<file path="src/rtl/pipe_hazard_ctrl_pkg.sv">
// pipe_hazard_ctrl_pkg: shared encodings and helpers for the pipeline hazard controller
package pipe_hazard_ctrl_pkg;
  typedef enum logic [1:0] {HZ_RUN = 2'd0, HZ_MWAIT = 2'd1, HZ_REDIR = 2'd2} hz_state_e;
  localparam logic [4:0] REG_ZERO = 5'd0;
  typedef struct packed {
    logic wreg;
    logic m2reg;
    logic wmem;
    logic branch;
  } ctrl_t;
  localparam ctrl_t BUBBLE = '0;
  function automatic logic raw_hit(input logic wreg, input logic [4:0] dst,
                                   input logic [4:0] rs, input logic use_rs,
                                   input logic [4:0] rt, input logic use_rt);
    return wreg && dst != REG_ZERO && ((use_rs && dst == rs) || (use_rt && dst == rt));
  endfunction
endpackage

</file>
<file path="src/rtl/pipe_hazard_ctrl_hz_sat_counter.sv">
// hz_sat_counter: saturating event counter that sticks at all-ones
module hz_sat_counter #(
  parameter int CNT_W = 16
) (
  input  logic             clk,
  input  logic             rst,
  input  logic             inc,
  output logic [CNT_W-1:0] cnt
);
  always_ff @(posedge clk)
    if (rst) cnt <= '0;
    else if (inc && cnt != '1) cnt <= cnt + 1'b1;
endmodule

</file>
<file path="src/rtl/pipe_hazard_ctrl.sv">
// pipe_hazard_ctrl: stall/flush/freeze control for the 5-stage pipeline registers
module pipe_hazard_ctrl
  import pipe_hazard_ctrl_pkg::*;
#(
  parameter bit FWD      = 1'b1,
  parameter int BR_EXTRA = 0,
  parameter int CNT_W    = 16
) (
  input  logic             clk,
  input  logic             rst,
  input  logic [4:0]       id_rs,
  input  logic [4:0]       id_rt,
  input  logic             id_use_rs,
  input  logic             id_use_rt,
  input  logic             e_wreg,
  input  logic             e_m2reg,
  input  logic [4:0]       e_dst,
  input  logic             m_wreg,
  input  logic [4:0]       m_dst,
  input  logic             e_br_taken,
  input  logic             mem_busy,
  output logic             pc_we,
  output logic             pc_sel_br,
  output logic             ifid_we,
  output logic             ifid_flush,
  output logic             idexe_we,
  output logic             idexe_flush,
  output logic             exmem_we,
  output logic             memwb_we,
  output logic [1:0]       hz_state,
  output logic [CNT_W-1:0] stall_cnt,
  output logic [CNT_W-1:0] flush_cnt
);
  localparam logic [1:0] SQ_INIT = 2'(BR_EXTRA);
  hz_state_e state, state_nx, ret, ret_nx, eff;
  logic [1:0] sq_cnt, sq_nx;
  logic raw_e, raw_m, data_hz;
  assign raw_e = raw_hit(e_wreg, e_dst, id_rs, id_use_rs, id_rt, id_use_rt);
  assign raw_m = raw_hit(m_wreg, m_dst, id_rs, id_use_rs, id_rt, id_use_rt);
  assign data_hz = FWD ? (raw_e & e_m2reg) : (raw_e | raw_m);
  // MWAIT remembers where it came from so the pipe resumes exactly there
  assign eff = state == HZ_MWAIT ? ret : state;
  assign hz_state = state;
  always_comb begin
    pc_we = 1'b1;
    pc_sel_br = 1'b0;
    ifid_we = 1'b1;
    ifid_flush = 1'b0;
    idexe_we = 1'b1;
    idexe_flush = 1'b0;
    exmem_we = 1'b1;
    memwb_we = 1'b1;
    state_nx = eff;
    ret_nx = ret;
    sq_nx = sq_cnt;
    if (rst) begin
      pc_we = 1'b0;
      ifid_flush = 1'b1;
      idexe_flush = 1'b1;
    end else if (mem_busy) begin
      pc_we = 1'b0;
      ifid_we = 1'b0;
      idexe_we = 1'b0;
      exmem_we = 1'b0;
      memwb_we = 1'b0;
      state_nx = HZ_MWAIT;
      ret_nx = eff;
    end else if (eff == HZ_REDIR) begin
      ifid_flush = 1'b1;
      sq_nx = sq_cnt - 2'd1;
      state_nx = sq_cnt == 2'd1 ? HZ_RUN : HZ_REDIR;
    end else if (e_br_taken) begin
      pc_sel_br = 1'b1;
      ifid_flush = 1'b1;
      idexe_flush = 1'b1;
      state_nx = BR_EXTRA > 0 ? HZ_REDIR : HZ_RUN;
      sq_nx = SQ_INIT;
    end else if (data_hz) begin
      pc_we = 1'b0;
      ifid_we = 1'b0;
      idexe_flush = 1'b1;
    end
  end
  always_ff @(posedge clk)
    if (rst) begin
      state <= HZ_RUN;
      ret <= HZ_RUN;
      sq_cnt <= 2'd0;
    end else begin
      state <= state_nx;
      ret <= ret_nx;
      sq_cnt <= sq_nx;
    end
  hz_sat_counter #(.CNT_W(CNT_W)) u_stall (
    .clk(clk), .rst(rst), .inc(~pc_we), .cnt(stall_cnt)
  );
  hz_sat_counter #(.CNT_W(CNT_W)) u_flush (
    .clk(clk), .rst(rst), .inc(ifid_flush | idexe_flush), .cnt(flush_cnt)
  );
endmodule

</file>
<file path="config.mk">
export PLATFORM = sky130hd
export DESIGN_NAME = pipe_hazard_ctrl
export DESIGN_NICKNAME = d
export VERILOG_FILES = /design/src/rtl/pipe_hazard_ctrl_pkg.sv /design/src/rtl/pipe_hazard_ctrl_hz_sat_counter.sv /design/src/rtl/pipe_hazard_ctrl.sv
export SDC_FILE = /design/constraint.sdc
export NUM_CORES = 1
export LEC_CHECK = 0
export BUFFER_PORTS_ARGS = -buffer_cell sky130_fd_sc_hd__buf_4
export CAP_MARGIN = 10
export CORE_MARGIN = 2
export CORE_UTILIZATION = 50
export CTS_CLUSTER_DIAMETER = 80
export DETAILED_ROUTE_END_ITERATION = 12
export PLACE_DENSITY = 0.77
export SLEW_MARGIN = 10
export SYNTH_ARGS = -nofsm -noshare
export SYNTH_HDL_FRONTEND = slang
export SYNTH_SLANG_ARGS = --single-unit
export TNS_END_PERCENT = 5
</file>
<file path="constraint.sdc">
create_clock -name clk -period 3.55 [get_ports clk]
set_input_delay 0.71 -clock clk [delete_from_list [all_inputs] [get_ports clk]]
set_output_delay 0.71 -clock clk [all_outputs]
set_load 0.1 [all_outputs]
</file>
==> impl_results.html <==
<table>
<tr><th>Metric</th><th>Value</th></tr>
<tr><th colspan="2">Worst setup path</th></tr>
<tr><td>Data arrival time of the critical path</td><td>roughly 2.5 ns</td></tr>
<tr><td>Cell type with the highest occurrence count on the critical path</td><td>sky130_fd_sc_hd__buf_4</td></tr>
<tr><td>Critical path startpoint category</td><td>input pin</td></tr>
<tr><td>Sequence of cells on the critical path</td><td>buf_4 -&gt; or4_4 -&gt; o211ai_4 -&gt; nor2_1 -&gt; a21oi_1 -&gt; or2_2 -&gt; buf_4</td></tr>
<tr><td>Nature of the critical path endpoint</td><td>primary output</td></tr>
<tr><td>Maximum fanout encountered on the critical timing path</td><td>6</td></tr>
<tr><td>Endpoint required time on the critical path</td><td>about 2.8 ns</td></tr>
<tr><td>Critical Path Max Stage Delay</td><td>~0.54 ns</td></tr>
<tr><td>Slowest stage cell on the critical path</td><td>sky130_fd_sc_hd__or4_4</td></tr>
<tr><td>Crit Path Class</td><td>in2out</td></tr>
<tr><th colspan="2">Drt</th></tr>
<tr><td>Average via count per standard cell</td><td>5.67</td></tr>
<tr><td>Vias</td><td>2131</td></tr>
<tr><td>DRC violations left</td><td>0</td></tr>
<tr><td>Antenna-violating nets left</td><td>0</td></tr>
<tr><td>Total detailed-routing wirelength</td><td>~5100 µm</td></tr>
<tr><td>Number of DRC violations after detailed-routing iteration 0</td><td>68</td></tr>
<tr><td>Pre-antenna DRT Iters</td><td>4</td></tr>
<tr><td>Detail-routed net length per standard cell</td><td>about 13 µm</td></tr>
<tr><th colspan="2">Final layout</th></tr>
<tr><td>Final instance count without filler cells</td><td>between 300 and 400</td></tr>
<tr><td>Fraction of layout instances using a drive strength above 1</td><td>about a quarter</td></tr>
<tr><td>Area growth from synthesis to layout</td><td>26.2%</td></tr>
<tr><td>Layout net count</td><td>357</td></tr>
<tr><td>Count of antenna diodes in the layout</td><td>0</td></tr>
<tr><td>End-of-flow core utilization</td><td>around 64%</td></tr>
<tr><th colspan="2">Synthesis</th></tr>
<tr><td>Yosys Warn Count</td><td>0</td></tr>
<tr><td>Ys flop type</td><td>sky130_fd_sc_hd__dfxtp_1</td></tr>
<tr><td>Asr flop ratio synth</td><td>0%</td></tr>
<tr><td>Share of synthesized area occupied by flip-flops and latches</td><td>approximately 35%</td></tr>
<tr><td>Cell variety after synth</td><td>52</td></tr>
<tr><td>Mapped cell area</td><td>approximately 2200 µm²</td></tr>
<tr><td>Synthesized flop and latch total</td><td>38</td></tr>
<tr><td>Syn avg cell area</td><td>between 8 and 9 µm²</td></tr>
<tr><td>Count of flip-flops with a built-in enable after synthesis</td><td>0</td></tr>
<tr><td>Gate count of the mapped netlist</td><td>around 260</td></tr>
<tr><td>Net count after synthesis</td><td>296</td></tr>
<tr><th colspan="2">Clock tree</th></tr>
<tr><td>Hold-fix buffers at CTS</td><td>0</td></tr>
<tr><td>Clock Sink Count</td><td>38</td></tr>
<tr><td>Clock root cell</td><td>sky130_fd_sc_hd__clkbuf_8</td></tr>
<tr><td>Clock transition at path regs</td><td>~0.07 ns</td></tr>
<tr><td>TritonCTS clock tree</td><td>built</td></tr>
<tr><td>Insertion delay to the later sink of the worst-skew pair</td><td>approximately 0.28 ns</td></tr>
<tr><td>Clock H-tree levels</td><td>2</td></tr>
<tr><td>Clock buffer count from CTS</td><td>5</td></tr>
<tr><td>Post-cts resize count</td><td>0</td></tr>
<tr><td>Post-CTS setup-driven buffer insertion count</td><td>0</td></tr>
<tr><td>Clock buffer depth</td><td>2</td></tr>
<tr><th colspan="2">Outcome</th></tr>
<tr><td>Run status</td><td>complete, no violations</td></tr>
<tr><th colspan="2">Placement</th></tr>
<tr><td>Number of I/O port buffers</td><td>64</td></tr>
<tr><td>Post-detailed-placement half-perimeter wirelength</td><td>3790 µm</td></tr>
<tr><td>Gpl congestion</td><td>0.779</td></tr>
<tr><td>Placed insts</td><td>between 300 and 400</td></tr>
<tr><th colspan="2">Worst hold path</th></tr>
<tr><td>Type of the most critical hold path</td><td>reg2reg</td></tr>
<tr><th colspan="2">Die</th></tr>
<tr><td>Core Rows</td><td>24</td></tr>
<tr><td>Starting density of the core</td><td>about half</td></tr>
<tr><td>Floorplan die height</td><td>roughly 70 µm</td></tr>
<tr><td>Die width</td><td>about 70 µm</td></tr>
<tr><td>Area of the die</td><td>roughly 4900 µm²</td></tr>
<tr><td>Boundary pin count</td><td>71</td></tr>
<tr><td>Standard cell core area</td><td>approximately 4300 µm²</td></tr>
<tr><th colspan="2">STA</th></tr>
<tr><td>RSZ-0062 raised after global routing</td><td>false</td></tr>
<tr><td>Hold_ws</td><td>about 0.45 ns</td></tr>
<tr><td>Max-Slew Margin vs Limit</td><td>just under 70%</td></tr>
<tr><td>Hold violation total from the final report</td><td>0</td></tr>
<tr><td>Share of the cycle needed by the critical path after routing</td><td>between 80% and 90%</td></tr>
<tr><td>Fmax achieved</td><td>about 320 MHz</td></tr>
<tr><td>Measured slew at the worst slew-check pin</td><td>~0.46 ns</td></tr>
<tr><td>Final-report setup violation count</td><td>0</td></tr>
<tr><td>Min cycle time layout</td><td>3.17 ns</td></tr>
<tr><td>Max-slew violation count</td><td>0</td></tr>
<tr><td>Final worst clock skew</td><td>roughly 0.0061 ns</td></tr>
<tr><th colspan="2">Global route</th></tr>
<tr><td>Leftover overflow at the end of global routing</td><td>0</td></tr>
<tr><td>Largest net degree at the start of global routing</td><td>42</td></tr>
<tr><td>Met1 usage in global routing</td><td>a little over a quarter</td></tr>
<tr><td>Met2 Usage GRT</td><td>between 30% and 40%</td></tr>
<tr><td>Met3 track demand over resource in global routing</td><td>5.77%</td></tr>
<tr><td>Via count of the first global-routing pass</td><td>approximately 1900</td></tr>
<tr><td>Most congested layer reported by global routing</td><td>met2</td></tr>
<tr><td>Tot GR Track Use</td><td>about a fifth</td></tr>
<tr><td>Wire length of the first global-routing pass</td><td>~8500 µm</td></tr>
<tr><td>Number of antenna violations at the first check in global routing</td><td>0</td></tr>
<tr><th colspan="2">Job</th></tr>
<tr><td>Maxcap violations</td><td>0</td></tr>
<tr><th colspan="2">Power</th></tr>
<tr><td>IR drop worst, VDD</td><td>between 0.15 and 0.2 mV</td></tr>
<tr><td>Power Density</td><td>338 nW/µm²</td></tr>
<tr><td>Final total power</td><td>0.000936 W</td></tr>
<tr><td>LEAKAGE</td><td>between 1 and 1.5 nW</td></tr>
</table>
layout by cell type, fill, tap and decap left out, types with 3 or more instances in the layout:
cell,netlist,final
sky130_fd_sc_hd__a21oi_1,31,31
sky130_fd_sc_hd__and2_1,4,4
sky130_fd_sc_hd__and3_1,6,6
sky130_fd_sc_hd__and4_1,6,6
sky130_fd_sc_hd__buf_4,3,64
sky130_fd_sc_hd__clkbuf_8,0,6
sky130_fd_sc_hd__dfxtp_1,38,38
sky130_fd_sc_hd__ha_1,3,3
sky130_fd_sc_hd__inv_1,8,8
sky130_fd_sc_hd__nand2_1,21,21
sky130_fd_sc_hd__nand2b_1,3,3
sky130_fd_sc_hd__nand3_1,12,12
sky130_fd_sc_hd__nand4_1,4,4
sky130_fd_sc_hd__nor2_1,19,19
sky130_fd_sc_hd__nor2b_1,4,4
sky130_fd_sc_hd__nor3_1,4,4
sky130_fd_sc_hd__o21ai_0,12,11
sky130_fd_sc_hd__o21ai_1,10,11
sky130_fd_sc_hd__or3_1,20,20
sky130_fd_sc_hd__xnor2_1,12,12
sky130_fd_sc_hd__xor2_1,3,3
state kept, by name, indices dropped and copies added, names as in the netlist:
name,cells
sq_cnt,2
ret,2
u_flush.cnt,16
hz_state,2
u_stall.cnt,16
logic make-up (layout without fill, tap and decap cells):
group                      after synthesis  count (layout)  synth area share, %
muxes                                    4               4                 1.94
DFF                                     38              38                 34.7
buffers and inverters                   18              78                 3.99
and+or+nand+nor                        115             115                 29.8
adders and majority gates                3               3                 1.71
xor gates and xnor gates                15              15                 5.99
AOI/OAI and AO/OA                       71              71                 22.0
Yosys cell counts, types with 2 or more instances:
master,n,share of area (%)
sky130_fd_sc_hd__and3_1,6,1.7
sky130_fd_sc_hd__mux2_1,2,1.0
sky130_fd_sc_hd__nor2b_1,4,1.1
sky130_fd_sc_hd__a21oi_1,31,7.1
sky130_fd_sc_hd__clkbuf_1,5,0.86
sky130_fd_sc_hd__inv_1,8,1.4
sky130_fd_sc_hd__mux2i_1,2,0.91
sky130_fd_sc_hd__xor2_1,3,1.2
sky130_fd_sc_hd__ha_1,3,1.7
sky130_fd_sc_hd__o21ai_1,10,2.3
sky130_fd_sc_hd__nor4_1,2,0.57
sky130_fd_sc_hd__or3_1,20,5.7
sky130_fd_sc_hd__nand2_1,21,3.6
sky130_fd_sc_hd__nor2_1,19,3.2
sky130_fd_sc_hd__nand4_1,4,1.1
sky130_fd_sc_hd__and4_1,6,2.4
sky130_fd_sc_hd__dfxtp_1,38,35
sky130_fd_sc_hd__nor3_1,4,0.91
sky130_fd_sc_hd__and2_1,4,1.1
sky130_fd_sc_hd__nand2b_1,3,0.86
sky130_fd_sc_hd__a21o_1,2,0.68
sky130_fd_sc_hd__nand3_1,12,2.7
sky130_fd_sc_hd__buf_4,3,1.0
sky130_fd_sc_hd__xnor2_1,12,4.8
sky130_fd_sc_hd__a211oi_2,2,1.1
sky130_fd_sc_hd__o21ai_0,12,2.7
path summary, 6_finish.rpt:
| kind | slack [ns] | endpoint | cells past startpoint | start |
|---|---|---|---|---|
| max reg2reg | 1.31 | u_stall.cnt[1] | 7 | u_stall.cnt[0] |
| min reg2reg | 0.45 | sq_cnt[1] | 2 | sq_cnt[1] |
| max | 0.38 | ifid_we | 7 | e_dst[1] |
| min | 0.45 | sq_cnt[1] | 2 | sq_cnt[1] |
through the flow:
stage / setup TNS [ns] / instance area [µm²] / setup WS (ns)
after floorplan: -0.0774 / 2200 / -0.0774
after global placement: 0 / 2690 / 0.379
after detailed placement: 0 / 2690 / 0.377
after CTS: 0 / 2770 / 0.373
after global routing: 0 / 2770 / 0.331
final: 0 / 2770 / 0.384
critical path, delay by kind of cell:
kind            cells  cell delay [ns]
compound gates      2             0.50
buf+inv             2             0.41
simple gates        3             0.84
final cells by class:
class                   count  area [µm²]
clock buffers               6        82.6
fillers                   406        1530
inverters                   8        30.0
multi-input cells         208        1350
flip-flops and latches     38         761
well taps                  52        65.1
repair buffers             64         480
metal layers:
| layer | part of all wire [%] | vias to the layer above | routed length [µm] |
|---|---|---|---|
| met5 | 0 | - | 0 |
| met1 | 47 | 973 | 2350 |
| met4 | 0.83 | 0 | 42 |
| li1 | - | 1086 | - |
| met2 | 47 | 68 | 2360 |
| met3 | 6.0 | 4 | 301 |
where the power goes:
part / total (W) / leakage (nW) / internal, W / switching (W)
sequential: 0.000445 / 0.307 / 0.000434 / 0.0000110
clock: 0.000290 / 0.0431 / 0.000150 / 0.000140
combinational: 0.000201 / 0.773 / 0.0000565 / 0.000144
No activity file was read; power rests on OpenSTA's default activity.
